[src/rtl/ps2_game_input.sv]
// PS/2 keyboard receiver plus scan-code decoder producing game controls.
// Define FIRE_AUTOREPEAT_EN to repeat fire pulses while the fire key is held.
module ps2_game_input #(
  parameter int TIMEOUT_CYCLES     = 50000,
  parameter int FIRE_REPEAT_CYCLES = 2500000
) (
  input  logic       iVGA_CLK,
  input  logic       iRST_n,
  input  logic       ps2_clk,
  input  logic       ps2_data,
  output logic       move_left,
  output logic       move_right,
  output logic       fire,
  output logic       pause,
  output logic [7:0] key_code,
  output logic       key_valid,
  output logic       rx_error
);

  localparam int TW = $clog2(TIMEOUT_CYCLES + 1);

  typedef enum logic [1:0] {IDLE, EXT, BRK, EXT_BRK} dec_state_t;

  logic [1:0]    clk_sync, data_sync;
  logic          clk_prev;
  logic          fall, bit_in;
  logic [3:0]    bit_cnt;
  logic [8:0]    shreg;
  logic [TW-1:0] idle_cnt;

  dec_state_t state, state_n;
  logic ev, ev_ext, ev_brk;
  logic hit_la, hit_lb, hit_ra, hit_rb, hit_fire, hit_pause;
  logic left_a, left_b, right_a, right_b, fire_held, pause_held;
  logic fire_press, rep_fire;

  always_ff @(posedge iVGA_CLK or negedge iRST_n) begin
    if (!iRST_n) begin
      clk_sync  <= '1;
      data_sync <= '1;
      clk_prev  <= 1'b1;
    end else begin
      clk_sync  <= {clk_sync[0], ps2_clk};
      data_sync <= {data_sync[0], ps2_data};
      clk_prev  <= clk_sync[1];
    end
  end

  assign fall   = clk_prev & ~clk_sync[1];
  assign bit_in = data_sync[1];

  // shreg collects data LSB first then parity; after 9 shifts parity sits in bit 8
  always_ff @(posedge iVGA_CLK or negedge iRST_n) begin
    if (!iRST_n) begin
      bit_cnt   <= '0;
      shreg     <= '0;
      idle_cnt  <= '0;
      key_code  <= '0;
      key_valid <= 1'b0;
      rx_error  <= 1'b0;
    end else begin
      key_valid <= 1'b0;
      rx_error  <= 1'b0;
      if (fall) begin
        idle_cnt <= '0;
        if (bit_cnt == 4'd0) begin
          if (!bit_in) bit_cnt <= 4'd1;
        end else if (bit_cnt == 4'd10) begin
          bit_cnt <= '0;
          if (bit_in && (^shreg)) begin
            key_code  <= shreg[7:0];
            key_valid <= 1'b1;
          end else begin
            rx_error <= 1'b1;
          end
        end else begin
          shreg   <= {bit_in, shreg[8:1]};
          bit_cnt <= bit_cnt + 4'd1;
        end
      end else if (bit_cnt != 4'd0) begin
        if (idle_cnt == TW'(TIMEOUT_CYCLES - 1)) begin
          bit_cnt  <= '0;
          idle_cnt <= '0;
          rx_error <= 1'b1;
        end else begin
          idle_cnt <= idle_cnt + 1'b1;
        end
      end else begin
        idle_cnt <= '0;
      end
    end
  end

  always_ff @(posedge iVGA_CLK or negedge iRST_n) begin
    if (!iRST_n) state <= IDLE;
    else         state <= state_n;
  end

  always_comb begin
    state_n = state;
    ev      = 1'b0;
    ev_ext  = 1'b0;
    ev_brk  = 1'b0;
    if (key_valid) begin
      case (state)
        IDLE: begin
          if (key_code == 8'hE0)      state_n = EXT;
          else if (key_code == 8'hF0) state_n = BRK;
          else                        ev = 1'b1;
        end
        EXT: begin
          if (key_code == 8'hF0)      state_n = EXT_BRK;
          else if (key_code == 8'hE0) state_n = EXT;
          else begin
            ev = 1'b1; ev_ext = 1'b1; state_n = IDLE;
          end
        end
        BRK: begin
          if (key_code == 8'hE0)      state_n = EXT;
          else if (key_code == 8'hF0) state_n = BRK;
          else begin
            ev = 1'b1; ev_brk = 1'b1; state_n = IDLE;
          end
        end
        EXT_BRK: begin
          if (key_code == 8'hE0)      state_n = EXT;
          else if (key_code == 8'hF0) state_n = BRK;
          else begin
            ev = 1'b1; ev_ext = 1'b1; ev_brk = 1'b1; state_n = IDLE;
          end
        end
        default: state_n = IDLE;
      endcase
    end
  end

  assign hit_la     = ev && !ev_ext && (key_code == 8'h1C);
  assign hit_lb     = ev &&  ev_ext && (key_code == 8'h6B);
  assign hit_ra     = ev && !ev_ext && (key_code == 8'h23);
  assign hit_rb     = ev &&  ev_ext && (key_code == 8'h74);
  assign hit_fire   = ev && !ev_ext && (key_code == 8'h29);
  assign hit_pause  = ev && !ev_ext && (key_code == 8'h4D);
  assign fire_press = hit_fire && !ev_brk && !fire_held;

`ifdef FIRE_AUTOREPEAT_EN
  localparam int RW = $clog2(FIRE_REPEAT_CYCLES + 1);
  logic [RW-1:0] rep_cnt;

  assign rep_fire = fire_held && !(hit_fire && ev_brk) &&
                    (rep_cnt == RW'(FIRE_REPEAT_CYCLES - 1));

  always_ff @(posedge iVGA_CLK or negedge iRST_n) begin
    if (!iRST_n)                                         rep_cnt <= '0;
    else if (!fire_held || rep_fire || (hit_fire && ev_brk)) rep_cnt <= '0;
    else                                                 rep_cnt <= rep_cnt + 1'b1;
  end
`else
  logic unused_repeat_cfg;
  assign unused_repeat_cfg = ^FIRE_REPEAT_CYCLES;
  assign rep_fire          = 1'b0;
`endif

  always_ff @(posedge iVGA_CLK or negedge iRST_n) begin
    if (!iRST_n) begin
      left_a     <= 1'b0;
      left_b     <= 1'b0;
      right_a    <= 1'b0;
      right_b    <= 1'b0;
      fire_held  <= 1'b0;
      pause_held <= 1'b0;
      pause      <= 1'b0;
      fire       <= 1'b0;
    end else begin
      fire <= fire_press | rep_fire;
      if (hit_la)   left_a    <= !ev_brk;
      if (hit_lb)   left_b    <= !ev_brk;
      if (hit_ra)   right_a   <= !ev_brk;
      if (hit_rb)   right_b   <= !ev_brk;
      if (hit_fire) fire_held <= !ev_brk;
      if (hit_pause) begin
        if (!ev_brk && !pause_held) pause <= ~pause;
        pause_held <= !ev_brk;
      end
    end
  end

  assign move_left  =  (left_a | left_b) & ~(right_a | right_b);
  assign move_right = ~(left_a | left_b) &  (right_a | right_b);

endmodule

[config.mk]
export PLATFORM = sky130hd
export DESIGN_NAME = ps2_game_input
export DESIGN_NICKNAME = d
export VERILOG_FILES = /design/src/rtl/ps2_game_input.sv
export SDC_FILE = /design/constraint.sdc
export NUM_CORES = 1
export LEC_CHECK = 0
export ABC_AREA = 1
export BUFFER_PORTS_ARGS = -buffer_cell sky130_fd_sc_hd__buf_2
export CAP_MARGIN = 10
export CORE_MARGIN = 5
export CORE_UTILIZATION = 45
export CTS_CLUSTER_DIAMETER = 100
export DETAILED_ROUTE_END_ITERATION = 6
export HOLD_SLACK_MARGIN = 0.08
export PLACE_DENSITY = 0.7
export SLEW_MARGIN = 20
export SYNTH_ARGS = -nofsm -noshare
export SYNTH_HDL_FRONTEND = slang
export SYNTH_SLANG_ARGS = --single-unit
[constraint.sdc]
create_clock -name iVGA_CLK -period 2.8 [get_ports iVGA_CLK]
set_input_delay 0.28 -clock iVGA_CLK [delete_from_list [all_inputs] [get_ports iVGA_CLK]]
set_output_delay 0.28 -clock iVGA_CLK [all_outputs]
set_load 0.03 [all_outputs]
==> metrics, run 1 <==
result of the run=complete, no violations; final critical-path setup slack=1130 ps; RSZ-0062 raised after global routing=false; vias=approximately 2200; Total Routed Length=5180 um; largest family of logic cells by synthesized area=simple AND/OR/NAND/NOR gates; asr flop ratio synth=100%; Simple-Gate Fraction of Synth Area=33.0%; Initial DRT Pass Iterations=4; post-place setup slack=1130 ps; IO buf count=17; wire length of the first global-routing pass=9170 um; Setup Fix Bufs, Post-CTS=0; remaining global-route overflow=0; clk slew on worst S/H paths=90 ps; CTS tree=done; critical-path cell list=inv_1, ha_1, nand2_2, o21ai_0, nand2_1, nand2_1, nand2_1; WP data arrival=1870 ps; final std cells w/o fill=441; area share of the largest cell type after synthesis=43.9%; number of flops mapped to enable cells by yosys=0; WP buf/inv=1; Seq/Total Area, Yosys=48.7%; worst reg-to-reg path cell count=7; wire length per cell=approximately 12 um; # diodes=0; slowest CP cell=o21ai_0; Placed Instances=430; fmax=0.598 GHz; vias per cell=5.02; Post-Synth Adder-Cell Area=1.79%; critical path peak fanout=7; net count after synthesis=~350; share of cells above drive strength 1=between 15 and 20%; Worst Tran Pin Value=628 ps; ANT nets after route=0; worst r2r src=bit_cnt[0]; Area contributors post-synth=dfrtp_1 44%, nand2_1 13%, inv_1 6.5%; family with the most delay on the worst path=compound AO/OA/AOI/OAI gates; WHS Endpoint=clk_sync[1]; worst hold path depth=0; endpoints failing setup=0; Post-synth top flop=dfrtp_1; Slew Limit Fails=0; Synth-to-Final Area Change=11.3%; Yosys reg bits=54; initial antenna violation count=0; Max transition margin=57.7%; Die H=88.7 um; CTS max path bufs=2; Initial DRC Count=92; setup TNS=0 ps; nets=373; crit-path max cell delay=530 ps; Mean Syn Cell Area=~8.2 um^2; Max VDD drop=approximately 0.34 mV; I/O pin count=18; Netlist cell types=36; Hold Crit Start=clk_sync[0]; Placed Area=2970 um^2; Initial Util=between 40% and 50%; Mapped Area=approximately 2800 um^2; critical path class=flip-flop to flip-flop; Gate Count Post-Synth=about 340; WP data required=around 3000 ps; most frequent CP cell=nand2_1; count leader, synth=nand2_1; Clk Latency, worst-skew pair=310 ps; Reg-to-Reg End=bit_cnt[0]; setup slack, reg-to-reg=1130 ps; DIE WIDTH=roughly 90 um; area of the core=5990 um^2; startpoint types=flip-flop; mux contribution to synthesized area=0.404%; GRT Total Usage=14.6%; Worst Clk Skew=roughly 11 ps; vias in the first global route=2113; Leak=1.50 nW; Synth Area in XOR/XNOR=2.51%; largest net degree at the start of global routing=36; RePlAce Congestion=0.829; Final Instance Area=3110 um^2; crit end category=flip-flop; maxcap violations=0; Period Utilization, post-route=approximately 60%; hpwl dp=~3800 um; drt drc=0; Fin. Hold Viols=0; htree depth=2; die area=7870 um^2; worst min path class=flip-flop to flip-flop; Power per Cell Area=609 nW/um^2; Finished Core Util=51.8%; Compound-Gate Fraction of Synth Area=roughly 6.7%; area leader, netlist=dfrtp_1; TritonCTS sink count=54; TritonCTS buffer count=5; number of synthesis warnings=0; fin crit period=1670 ps; num rows=28; synth cell count leaders=96 x nand2_1, 49 x dfrtp_1, 48 x inv_1, 27 x nor2_1, 26 x nand3_1; CTS root buffer=clkbuf_8
==> per-stage QoR <==
| step | hold slack (ps) | power, mW |
|---|---|---|
| after floorplan | -15.6 | 1.30 |
| after global placement | 261 | 1.37 |
| after detailed placement | 264 | 1.39 |
| after CTS | 361 | 1.91 |
| after global routing | 362 | 2.02 |
| final | 359 | 1.89 |
==> how the worst max path moves through the flow <==
| stage | start | end | slack [ps] | cells past startpoint |
|---|---|---|---|---|
| 2_1_floorplan | key_code[6] | pause | 1360 | 7 |
| 3_3_place_gp | idle_cnt[0] | idle_cnt[11] | 1170 | 6 |
| 3_5_place_dp | idle_cnt[0] | idle_cnt[10] | 1130 | 6 |
| 4_1_cts | idle_cnt[0] | idle_cnt[11] | 1110 | 6 |
| 5_1_grt | idle_cnt[0] | idle_cnt[3] | 960 | 6 |
| 6_report | bit_cnt[0] | bit_cnt[0] | 1130 | 7 |
==> metal layers <==
metal  global-route usage (%)  part of all wire (%)  vias up
li1                         -                     -     1133
met3                     4.28                   5.4        3
met4                     3.30                  0.42        0
met1                     18.7                    46     1032
met5                        0                     0        -
met2                     24.5                    48       44
==> layout by cell type, fill, tap and decap left out, types with 3 or more instances in the layout <==
master,instances
nand4_1,4
dfrtp_1,49
nand3_2,3
nor2_1,27
o21ai_0,18
nor3_1,8
dlygate4sd3_1,3
nand2_1,96
inv_1,48
buf_2,17
o21ai_1,3
a21oi_1,5
nor2_4,3
dfstp_2,5
nand3_1,26
ha_1,4
clkbuf_8,5
nand2_2,7
xor2_1,6
==> layout make-up <==
type                    instances  area (um^2)
inverters                      49          184
clock buffers                   6         72.6
flip-flops and latches         54         1360
well taps                      75         93.8
repair buffers                 21          123
multi-input cells             234         1240
clock inverters                 2         37.5
fillers                       546         2890
==> sequential cells by signal, summed over array words and instances, names as in the netlist <==
signal	flops
bit_cnt	4
clk_prev	1
clk_sync	2
data_sync	2
fire	1
fire_held	1
idle_cnt	16
key_code	8
key_valid	1
left_a	1
left_b	1
pause	1
pause_held	1
right_a	1
right_b	1
rx_error	1
shreg	9
state	2
==> cells by family (layout without fill, tap and decap cells) <==
| group | count (synthesis) | after routing |
|---|---|---|
| fa+ha+maj | 4 | 4 |
| flops | 54 | 54 |
| mux | 1 | 1 |
| simple gates | 188 | 188 |
| compound gates | 33 | 33 |
| xor+xnor | 8 | 8 |
| buf+inv | 51 | 78 |
==> report_power, final <==
part	leakage [nW]	switching [mW]	internal, mW
registers	0.731	0.0586	0.838
clock network	0.0514	0.250	0.267
logic	0.713	0.322	0.155
==> repair_timing <==
action,4_1_cts,5_1_grt
hold endpoints to repair,17,0
hold buffers,3,0
gates resized for setup,0,0
Power figures use the tool's default switching activity.
==> run 2, diff against run 1 <==
Clock period 2.8 ns to 1.6 ns, I/O delays scaled along.
==> run 2 against run 1 <==
  * Wire length up 8.4%
  * Register-to-register slack worse by 1100 ps
  * First-iteration DRC count down 46%
  * Cell area up 9.0%
  * Count of clock-buffer cells in the layout up 1
  * Via count up 6.9%
  * Largest power group unchanged
  * Power up 85%
  * Fmax up 6.8%
  * Global-route usage up 1.0 points
==> metrics, run 2 (same netlist as run 1, synthesis figures left out) <==
Max transition margin=68.5% (+11 points); RePlAce Congestion=0.888 (+7.2%); Fillers=527 (-3.5%); vias per cell=5.07 (+1.1%); Slew Limit Fails=0 (unchanged); die area=7870 um^2 (unchanged); Total Routed Length=5620 um (+8.4%); Clk Latency, worst-skew pair=310 ps (about the same); Synth-to-Final Area Change=21.3%; area of the core=5990 um^2 (unchanged); critical path class=flip-flop to flip-flop; max FFs per register=16 (unchanged); Period Utilization, post-route=97.9% (+38 points); DIE WIDTH=88.7 um (unchanged); Die H=88.7 um (unchanged); nets=398 (+6.7%); fmax=0.638 GHz (+6.8%); htree depth=2 (unchanged); Initial DRT Pass Iterations=5 (+1); RSZ-0062 raised after global routing=true; Finished Core Util=56.5% (+4.7 points); worst reg-to-reg path cell count=8 (+1); WP data arrival=1770 ps (-100 ps); WP data required=1800 ps (-1200 ps); worst min path class=input port to asynchronous set/reset pin; Initial DRC Count=50 (-46%); endpoints failing setup=0 (unchanged); clk slew on worst S/H paths=90 ps (about the same); Max VDD drop=0.734 mV (+110%); IO buf count=17 (unchanged); initial antenna violation count=0 (unchanged); ANT nets after route=0 (unchanged); CTS root buffer=clkbuf_8; # diodes=0 (unchanged); vias=2364 (+6.9%); Largest regs=idle_cnt (16), shreg (9), key_code (8); Worst Clk Skew=7.77 ps (-2.94 ps); maxcap violations=0 (unchanged); commonest non-fill, non-tap cell in the layout=nand2_1; share of cells above drive strength 1=25.6% (+9.7 points); I/O pin count=18 (unchanged); largest net degree at the start of global routing=29 (-19%); result of the run=complete, no violations; Fin. Hold Viols=0 (unchanged); drt drc=0 (unchanged); startpoint types=flip-flop; wire length per cell=12.1 um (+2.6%); remaining global-route overflow=0 (unchanged); Power per Cell Area=1040 nW/um^2 (+70%); vias in the first global route=2202 (+4.2%); num rows=28 (unchanged); crit end category=flip-flop; most frequent cells in the layout=96 x nand2_1, 45 x dfrtp_1, 44 x inv_1, 25 x buf_4; CTS tree=done; hpwl dp=4010 um (+5.1%); fin crit period=1570 ps (-106 ps); register with the most flip-flops=idle_cnt; Initial Util=46.6% (unchanged); Leak=1.64 nW (+9.7%); CTS max path bufs=2 (unchanged); critical path peak fanout=4 (-3); TritonCTS buffer count=5 (unchanged); wire length of the first global-routing pass=9760 um (+6.4%); GRT Total Usage=15.7% (+1.0 points); TritonCTS sink count=54 (unchanged); Worst Tran Pin Value=468 ps (-159 ps); Pwr Total=3.51 mW (+85%)
==> run 2: cell count changes in the layout (fill, tap and decap cells not counted), sizes merged <==
| cell | delta |
|---|---|
| buf | +25 |
| bufinv | -1 |
| clkbuf | +1 |
| clkinv | +1 |
| clkinvlp | -1 |
==> run 2: what timing repair did <==
action	CTS	global route
resized for setup	0	23
hold buffers	3	0
cloned	0	0
pin swaps	0	7
hold endpoints to repair	16	0
buffers inserted	0	15
endpoints found under the setup margin	1	35
==> run 2: worst max-delay path, cell delays in order (launching register included) <==
cell and delay, ps:
dfrtp_1 430, ha_4 180, nand3_4 110, nor2_4 170, nand2_4 80, nor3_4 210
nand2_1 100, nor2_1 120, nor3_2 60
==> run 2: routing by layer <==
metal  wire length [um]  part of all wire (%)  track usage (%)
met2               2740                    49             26.5
met1               2610                    46             20.1
met3                213                   3.8             3.26
met5                  0                     0                0
met4                 59                   1.1             4.81
==> run 2: final cells by class <==
type / instances / area, um^2 / area share (%)
Timing Repair Buffer: 46 / 323 / 9.54
Inverter: 49 / 184 / 5.43
Multi-Input combinational cell: 234 / 1320 / 38.9
Clock inverter: 1 / 8.76 / 0.259
Sequential cell: 54 / 1360 / 40.3
Tap cell: 75 / 93.8 / 2.77
Clock buffer: 7 / 96.3 / 2.85
==> run 2: report_power, final <==
part	internal (mW)	switching (mW)	leakage (nW)
sequential	1.47	0.113	0.725
clock	0.397	0.445	0.0544
combinational	0.438	0.643	0.861
==> run 2: path summary, 6_finish.rpt <==
| path | slack [ps] | end | startpoint |
|---|---|---|---|
| max in group asynchronous | 800 | key_code[4] | iRST_n |
| min in group iVGA_CLK | 360 | data_sync[1] | data_sync[0] |
| worst max-delay path | 30 | idle_cnt[12] | idle_cnt[0] |
| worst min-delay path | 300 | shreg[8] | iRST_n |
| worst min register to register | 360 | data_sync[1] | data_sync[0] |
| worst max register to register | 30 | idle_cnt[12] | idle_cnt[0] |
==> run 2: metrics by stage <==
| stage | hold WS [ps] | TNS (ps) | cell area (um^2) | std cells | setup slack (ps) |
|---|---|---|---|---|---|
| 2_1_floorplan | -136 | 0 | 2790 | 339 | 165 |
| 3_3_place_gp | 98.6 | 0 | 3050 | 440 | 125 |
| 3_5_place_dp | 103 | 0 | 3050 | 440 | 16.4 |
| 4_1_cts | 304 | -11.0 | 3190 | 451 | -11.0 |
| 5_1_grt | 338 | -126 | 3380 | 466 | -29.9 |
| 6_report | 297 | 0 | 3380 | 466 | 33.2 |
